## config.mk

```make
export PLATFORM = sky130hd
export DESIGN_NAME = imem_loader
export DESIGN_NICKNAME = d
export VERILOG_FILES = /design/src/rtl/cpu_pkg.sv /design/src/rtl/byte_packer.sv /design/src/rtl/imem_loader.sv
export SDC_FILE = /design/constraint.sdc
export NUM_CORES = 1
export LEC_CHECK = 0
export CAP_MARGIN = 20
export CORE_MARGIN = 10
export CORE_UTILIZATION = 33
export CTS_CLUSTER_DIAMETER = 50
export DETAILED_ROUTE_END_ITERATION = 16
export GPL_TIMING_DRIVEN = 0
export PLACE_DENSITY = 0.56
export SLEW_MARGIN = 20
export SYNTH_ARGS = -nofsm -noshare
export SYNTH_HDL_FRONTEND = slang
export SYNTH_SLANG_ARGS = --single-unit
```

## constraint.sdc

```tcl
create_clock -name clk -period 4.2 [get_ports clk]
set_input_delay 0.84 -clock clk [delete_from_list [all_inputs] [get_ports clk]]
set_output_delay 0.84 -clock clk [all_outputs]
set_load 0.005 [all_outputs]
```

## src/rtl/cpu_pkg.sv

```systemverilog
// Shared definitions for the instruction-memory loader: FSM state encoding,
// host-protocol command/response bytes and the word-count range check.
package cpu_pkg;

    typedef enum logic [2:0] {
        ST_IDLE,
        ST_LEN_LO,
        ST_LEN_HI,
        ST_DATA,
        ST_WRITE,
        ST_ACK,
        ST_RUN,
        ST_STEP
    } loader_state_e;

    localparam logic [7:0] CMD_LOAD  = 8'h4C;
    localparam logic [7:0] CMD_RUN   = 8'h52;
    localparam logic [7:0] CMD_STEP  = 8'h53;
    localparam logic [7:0] CMD_PAUSE = 8'h50;
    localparam logic [7:0] RSP_ACK   = 8'h06;
    localparam logic [7:0] RSP_NAK   = 8'h15;

    localparam int LEN_WIDTH = 16;

    // A load is refused when it is empty or holds more words than the memory.
    function automatic logic len_invalid(input logic [LEN_WIDTH-1:0] n,
                                         input int                   addr_width);
        logic [LEN_WIDTH:0] max_words;
        max_words = {{LEN_WIDTH{1'b0}}, 1'b1} << (addr_width - 2);
        return (n == '0) || ({1'b0, n} > max_words);
    endfunction

endpackage

```

## src/rtl/byte_packer.sv

```systemverilog
// Little-endian byte-to-word assembler: each byte shifts in from the top, so
// after four bytes the first one received sits in bits [7:0].
module byte_packer #(
    parameter int NB_BYTE = 8,
    parameter int NB_WORD = 32
) (
    input  logic               clk,
    input  logic               i_rst,
    input  logic               i_clear,
    input  logic               i_valid,
    input  logic [NB_BYTE-1:0] i_byte,
    output logic [NB_WORD-1:0] o_word,
    output logic               o_word_ready
);

    logic [1:0]         count_q, count_d;
    logic [NB_WORD-1:0] word_q, word_d;

    // NOTE: every signal written in a combinational block gets a default first, so no path infers a latch.
    always_comb begin
        count_d = count_q;
        word_d  = word_q;
        if (i_clear) begin
            count_d = '0;
            word_d  = '0;
        end else if (i_valid) begin
            count_d = count_q + 2'd1;
            word_d  = {i_byte, word_q[NB_WORD-1:NB_BYTE]};
        end
    end

    // NOTE: sequential state is updated only with non-blocking assignments to avoid simulation races.
    always_ff @(posedge clk) begin
        if (i_rst) begin
            count_q <= '0;
            // NOTE: the partial word is cleared on reset as well, so an aborted load leaves nothing stale.
            word_q  <= '0;
        end else begin
            count_q <= count_d;
            word_q  <= word_d;
        end
    end

    // The completed word is presented in the same cycle as its last byte.
    assign o_word       = word_d;
    assign o_word_ready = i_valid && !i_clear && (count_q == 2'd3);

endmodule

```

## src/rtl/imem_loader.sv

```systemverilog
// UART-driven instruction-memory loader and run/step controller for the core.
// Every output is a flop whose next value is derived from the next FSM state.
module imem_loader
    import cpu_pkg::*;
#(
    parameter int NB_BYTE         = 8,
    parameter int IMEM_ADDR_WIDTH = 10,
    parameter int IMEM_DATA_WIDTH = 32
) (
    input  logic                       clk,
    input  logic                       i_rst,
    input  logic [NB_BYTE-1:0]         i_rx_data,
    input  logic                       i_rx_valid,
    output logic [NB_BYTE-1:0]         o_tx_data,
    output logic                       o_tx_valid,
    input  logic                       i_tx_ready,
    output logic                       o_imem_wen,
    output logic [IMEM_ADDR_WIDTH-1:0] o_imem_addr,
    output logic [IMEM_DATA_WIDTH-1:0] o_imem_data,
    output logic                       o_cpu_en,
    output logic                       o_cpu_rst,
    input  logic                       i_halt,
    output logic                       o_busy
);

    loader_state_e              state_q, state_d;
    logic [LEN_WIDTH-1:0]       len_q, len_d;
    logic [LEN_WIDTH-1:0]       word_idx_q, word_idx_d;

    logic [NB_BYTE-1:0]         tx_data_q, tx_data_d;
    logic                       tx_valid_q, tx_valid_d;
    logic                       imem_wen_q, imem_wen_d;
    logic [IMEM_ADDR_WIDTH-1:0] imem_addr_q, imem_addr_d;
    logic [IMEM_DATA_WIDTH-1:0] imem_data_q, imem_data_d;
    logic                       cpu_en_q, cpu_en_d;
    logic                       cpu_rst_q, cpu_rst_d;
    logic                       busy_q, busy_d;

    logic [7:0]                 rx_byte;
    logic [LEN_WIDTH-1:0]       len_rx;
    logic                       last_word;
    logic [IMEM_DATA_WIDTH-1:0] packed_word;
    logic                       word_ready;

    assign rx_byte   = i_rx_data[7:0];
    assign len_rx    = {rx_byte, len_q[7:0]};
    assign last_word = (word_idx_q == len_q - LEN_WIDTH'(1));

    // Bytes reach the packer only in DATA, so anything sent during WRITE/ACK is dropped.
    byte_packer #(
        .NB_BYTE (NB_BYTE),
        .NB_WORD (IMEM_DATA_WIDTH)
    ) u_byte_packer (
        .clk          (clk),
        .i_rst        (i_rst),
        .i_clear      (state_q == ST_IDLE),
        .i_valid      (i_rx_valid && (state_q == ST_DATA)),
        .i_byte       (i_rx_data),
        .o_word       (packed_word),
        .o_word_ready (word_ready)
    );

    always_ff @(posedge clk) begin
        if (i_rst) begin
            state_q     <= ST_IDLE;
            len_q       <= '0;
            word_idx_q  <= '0;
            tx_data_q   <= '0;
            tx_valid_q  <= 1'b0;
            imem_wen_q  <= 1'b0;
            imem_addr_q <= '0;
            imem_data_q <= '0;
            cpu_en_q    <= 1'b0;
            cpu_rst_q   <= 1'b1;
            busy_q      <= 1'b0;
        end else begin
            state_q     <= state_d;
            len_q       <= len_d;
            word_idx_q  <= word_idx_d;
            tx_data_q   <= tx_data_d;
            tx_valid_q  <= tx_valid_d;
            imem_wen_q  <= imem_wen_d;
            imem_addr_q <= imem_addr_d;
            imem_data_q <= imem_data_d;
            cpu_en_q    <= cpu_en_d;
            cpu_rst_q   <= cpu_rst_d;
            busy_q      <= busy_d;
        end
    end

    always_comb begin
        state_d    = state_q;
        len_d      = len_q;
        word_idx_d = word_idx_q;
        unique case (state_q)
            ST_IDLE: begin
                if (i_rx_valid) begin
                    if (rx_byte == CMD_LOAD) begin
                        state_d    = ST_LEN_LO;
                        word_idx_d = '0;
                    end else if (rx_byte == CMD_RUN) begin
                        state_d = ST_RUN;
                    end else if (rx_byte == CMD_STEP) begin
                        state_d = ST_STEP;
                    end
                end
            end
            ST_LEN_LO: begin
                if (i_rx_valid) begin
                    len_d   = {8'h00, rx_byte};
                    state_d = ST_LEN_HI;
                end
            end
            ST_LEN_HI: begin
                if (i_rx_valid) begin
                    len_d   = len_rx;
                    state_d = len_invalid(len_rx, IMEM_ADDR_WIDTH) ? ST_ACK : ST_DATA;
                end
            end
            ST_DATA: begin
                if (word_ready) state_d = ST_WRITE;
            end
            ST_WRITE: begin
                word_idx_d = word_idx_q + LEN_WIDTH'(1);
                state_d    = last_word ? ST_ACK : ST_DATA;
            end
            ST_ACK: begin
                if (i_tx_ready) state_d = ST_IDLE;
            end
            ST_RUN: begin
                // Halt and pause in the same cycle collapse into one transition.
                if (i_halt || (i_rx_valid && rx_byte == CMD_PAUSE)) state_d = ST_ACK;
            end
            ST_STEP: state_d = ST_ACK;
            default: state_d = ST_IDLE;
        endcase
    end

    always_comb begin
        tx_valid_d  = (state_d == ST_ACK);
        tx_data_d   = tx_data_q;
        imem_wen_d  = (state_d == ST_WRITE);
        imem_addr_d = imem_addr_q;
        imem_data_d = imem_data_q;
        cpu_en_d    = (state_d == ST_RUN) || (state_d == ST_STEP);
        busy_d      = (state_d != ST_IDLE);
        cpu_rst_d   = (state_d == ST_LEN_LO) || (state_d == ST_LEN_HI) ||
                      (state_d == ST_DATA)   || (state_d == ST_WRITE)  ||
                      (state_d == ST_ACK && state_q == ST_WRITE);

        // The response byte is latched on ACK entry and held until accepted.
        if (state_d == ST_ACK && state_q != ST_ACK) begin
            tx_data_d = (state_q == ST_LEN_HI) ? NB_BYTE'(RSP_NAK) : NB_BYTE'(RSP_ACK);
        end
        if (state_d == ST_WRITE) begin
            imem_addr_d = {word_idx_q[IMEM_ADDR_WIDTH-3:0], 2'b00};
            imem_data_d = packed_word;
        end
    end

    assign o_tx_data   = tx_data_q;
    assign o_tx_valid  = tx_valid_q;
    assign o_imem_wen  = imem_wen_q;
    assign o_imem_addr = imem_addr_q;
    assign o_imem_data = imem_data_q;
    assign o_cpu_en    = cpu_en_q;
    assign o_cpu_rst   = cpu_rst_q;
    assign o_busy      = busy_q;

endmodule
```

==> summary.md <==
| Metric | Value |
|---|---|
| RSZ-0062 raised after global routing | `no` |
| Die Y | `144.2 µm` |
| Post-synth top cells | `nand2_1, dfxtp_1, a21oi_1` |
| DR vias | `4561` |
| Vias in the first global route | `4443` |
| Die X | `144.2 µm` |
| Mapped Area | `5090 µm²` |
| Area grow syn2layout | `27.58%` |
| Crit path top cell by count | `or4_4` |
| Hold Path Sink | `o_imem_addr[7]` |
| Critical path class | `input pin to flop` |
| CTS tree | `done` |
| Nets | `709` |
| Clock latency on the worst-skew pair | `0.42 ns` |
| Syn Inst Count | `610` |
| Predominant post-synthesis flop cell | `dfxtp_1` |
| Number of synthesized flops with an enable pin | `0` |
| Post-Synth Simple-Gate Area | `26.25%` |
| Period utilization | `74.08%` |
| Global route overflow | `0` |
| Finish-stage setup viols | `0` |
| Fillers | `1481` |
| Worst-path clk slew | `0.06 ns` |
| Largest cells by area after synthesis | `dfxtp_1, nand2_1, a21oi_1, o22a_1, nand3_1` |
| Min Tclk post-route | `3.111 ns` |
| Post-CTS Hold Buffers | `0` |
| Setup TNS | `0 ns` |
| DRC | `0` |
| Initial antenna violation count | `1` |
| Post-layout worst setup margin | `1.089 ns` |
| GRT Util Overall | `14.05%` |
| 1st-iter DRT viols | `308` |
| Reg2Reg Setup Slack | `1.09 ns` |
| Worst vdd ir | `0.0002663 V` |
| Fmax | `321.4 MHz` |
| DR WL/cell | `15.84 µm` |
| Finished Cell Area | `6494 µm²` |
| Synth Area per Inst | `8.344 µm²` |
| MaxCap Viol Count | `0` |
| FFs w/ async S/R, synth | `0%` |
| Reg2Reg Depth | `10` |
| Clock Path Buffers | `2` |
| Leak | `2.473 nW` |
| Initial core utilization | `33.61%` |
| Hold WC Path Type | `flop to flop` |
| Unique masters post-synth | `60` |
| Critical register-to-register path startpoint | `len_q[0]` |
| Row count | `45` |
| Post-CTS setup buffers | `0` |
| CP Max Fanout | `5` |
| Die area | `20790 µm²` |
| Boundary Pins | `68` |
| CP Capture Type | `flop` |
| Pins over their slew limit | `0` |
| Main combinational cell family by area after synthesis | `simple AND/OR/NAND/NOR gates` |
| Xor and xnor area share after synthesis | `3.097%` |
| Drt first pass iters | `7` |
| Hold path depth | `2` |
| CP Data Arrival Time | `3.46 ns` |
| Post-synthesis compound-gate area fraction | `18.02%` |
| Max incr delay on CP | `0.58 ns` |
| Cell chain of the critical path | `clkdlybuf4s50_1 -> nor4bb_1 -> and4_1 -> nor4_1 -> or4_4 -> or4_4 -> o21ai_2` |
| Routed Antenna Nets | `0` |
| Worst-margin pin slew | `0.9862 ns` |
| Num CTS Buffers | `17` |
| Sequential area share after synthesis | `46.02%` |
| Largest net degree at the start of global routing | `17` |
| Root Buffer | `clkbuf_16` |
| First-pass GRT wire length | `22.84 mm` |
| Worst reg2reg endpoint | `o_tx_data[0]` |
| Proportion of netlist area held by the largest area contributor | `46.02%` |
| Core footprint | `15150 µm²` |
| Mux cell area share after synthesis | `0.6637%` |
| Dpl ws | `0.6558 ns` |
| Outcome | `finished clean` |
| Power per cell area | `390.3 nW/µm²` |
| Post-synth top area cell | `dfxtp_1` |
| Layout cell share with drive strength beyond 1 | `8.640%` |
| Hold Fails Final Rpt | `0` |
| Cell with the most instances after synthesis | `nand2_1` |
| H-tree depth | `4` |
| Worst hold start | `o_imem_addr[7]` |
| Hold Slack | `0.4369 ns` |
| Register area | `2342 µm²` |
| PortBufs | `59` |
| Yosys reg bits | `117` |
| Area of the multi-input gates | `2505 µm²` |
| Crit-path slowest cell | `clkdlybuf4s50_1` |
| Max-Slew Margin vs Limit | `33.75%` |
| Routed wire length | `14.18 mm` |
| Max Clock Skew | `0.008800 ns` |
| Critical Path RT | `4.55 ns` |
| Gpl congestion | `0.8640` |
| Vias per cell | `5.096` |
| Yosys warns | `0` |
| Dpl hpwl | `10.51 mm` |
| Post-synthesis adder-cell area fraction | `0.7375%` |
| CTS resizes | `0` |
| Clk sink count | `117` |
| Placed cell area | `5934 µm²` |
| CP Launch Type | `input pin` |
-- worst max-delay path: cells and delay by family --
kind                   cells  cell delay (ns)
and+or+nand+nor            5             1.93
buffers and inverters      1             0.58
AOI/OAI and AO/OA          1             0.11
-- where the power goes --
part | internal, mW | leakage (nW) | switching [mW] | total, mW
combinational | 0.0281 | 1.26 | 0.0426 | 0.0707
sequential | 1.11 | 0.942 | 0.00153 | 1.11
clock | 0.784 | 0.267 | 0.567 | 1.35
-- final cells by class --
| type | count | area share [%] |
|---|---|---|
| antenna | 1 | 0.03854 |
| buffer | 50 | 3.622 |
| clock buffer | 18 | 6.763 |
| clock inverter | 14 | 1.811 |
| inverter | 7 | 0.4046 |
| multi-input combinational | 441 | 38.57 |
| sequential | 117 | 36.07 |
| tap | 188 | 3.622 |
| timing repair buffer | 59 | 9.094 |
-- flip-flops by register name (all words and copies together), names as in the netlist --
signal / cells
o_tx_valid: 1
o_cpu_en: 1
u_byte_packer.word_q: 32
o_tx_data: 3
word_idx_q: 16
u_byte_packer.count_q: 2
o_imem_data: 32
len_q: 16
o_imem_wen: 1
o_busy: 1
state_q: 3
o_cpu_rst: 1
o_imem_addr: 8
-- metal layers --
metal | vias to the layer above | share of wire, % | global-route usage (%)
met2 | 104 | 48 | 23.25
met4 | 0 | 1.5 | 5.160
met1 | 2127 | 45 | 16.41
met3 | 14 | 6.2 | 4.920
met5 | - | 0 | 0
li1 | 2316 | - | -
-- logic make-up (layout without fill, tap and decap cells) --
kind of cell,after synthesis,count (layout)
AO/OA/AOI/OAI,140,140
buffers and inverters,57,148
adder cells (fa/ha/maj),3,3
other,1,7
XOR/XNOR,18,18
AND/OR/NAND/NOR,271,271
multiplexers,3,3
flip-flops,117,117
-- metrics by stage --
step,cells,util [%],total power [mW]
floorplan,615,-,1.176
global placement,862,39.18,1.208
detailed placement,862,39.18,1.209
CTS,894,42.86,2.561
global route,894,42.86,2.620
finish,895,42.87,2.535
-- worst max-delay path by stage --
stage / endpoint / from / slack [ns] / cells after the start
floorplan: o_tx_data[1] / i_rx_data[5] / 1.53 / 6
global placement: o_tx_data[1] / i_rx_data[4] / 0.71 / 7
detailed placement: o_tx_data[1] / i_rx_data[4] / 0.66 / 7
CTS: o_tx_data[1] / i_rx_data[4] / 1.09 / 7
global route: o_tx_data[0] / len_q[0] / 0.84 / 10
finish: o_tx_data[1] / i_rx_data[4] / 1.09 / 7
-- placed cells by master (no fill, tap or decap), types with 12 or more instances in the layout --
cell,synthesis,final
dfxtp_1,117,117
o22a_1,32,32
nand2_1,118,118
o21ai_0,12,12
clkdlybuf4s50_1,0,59
nor2_1,33,33
a21oi_1,68,68
nand3_1,30,30
clkbuf_16,0,17
nor3_1,12,12
clkbuf_1,37,37
Note: power is estimated with default switching activity, not from simulation.
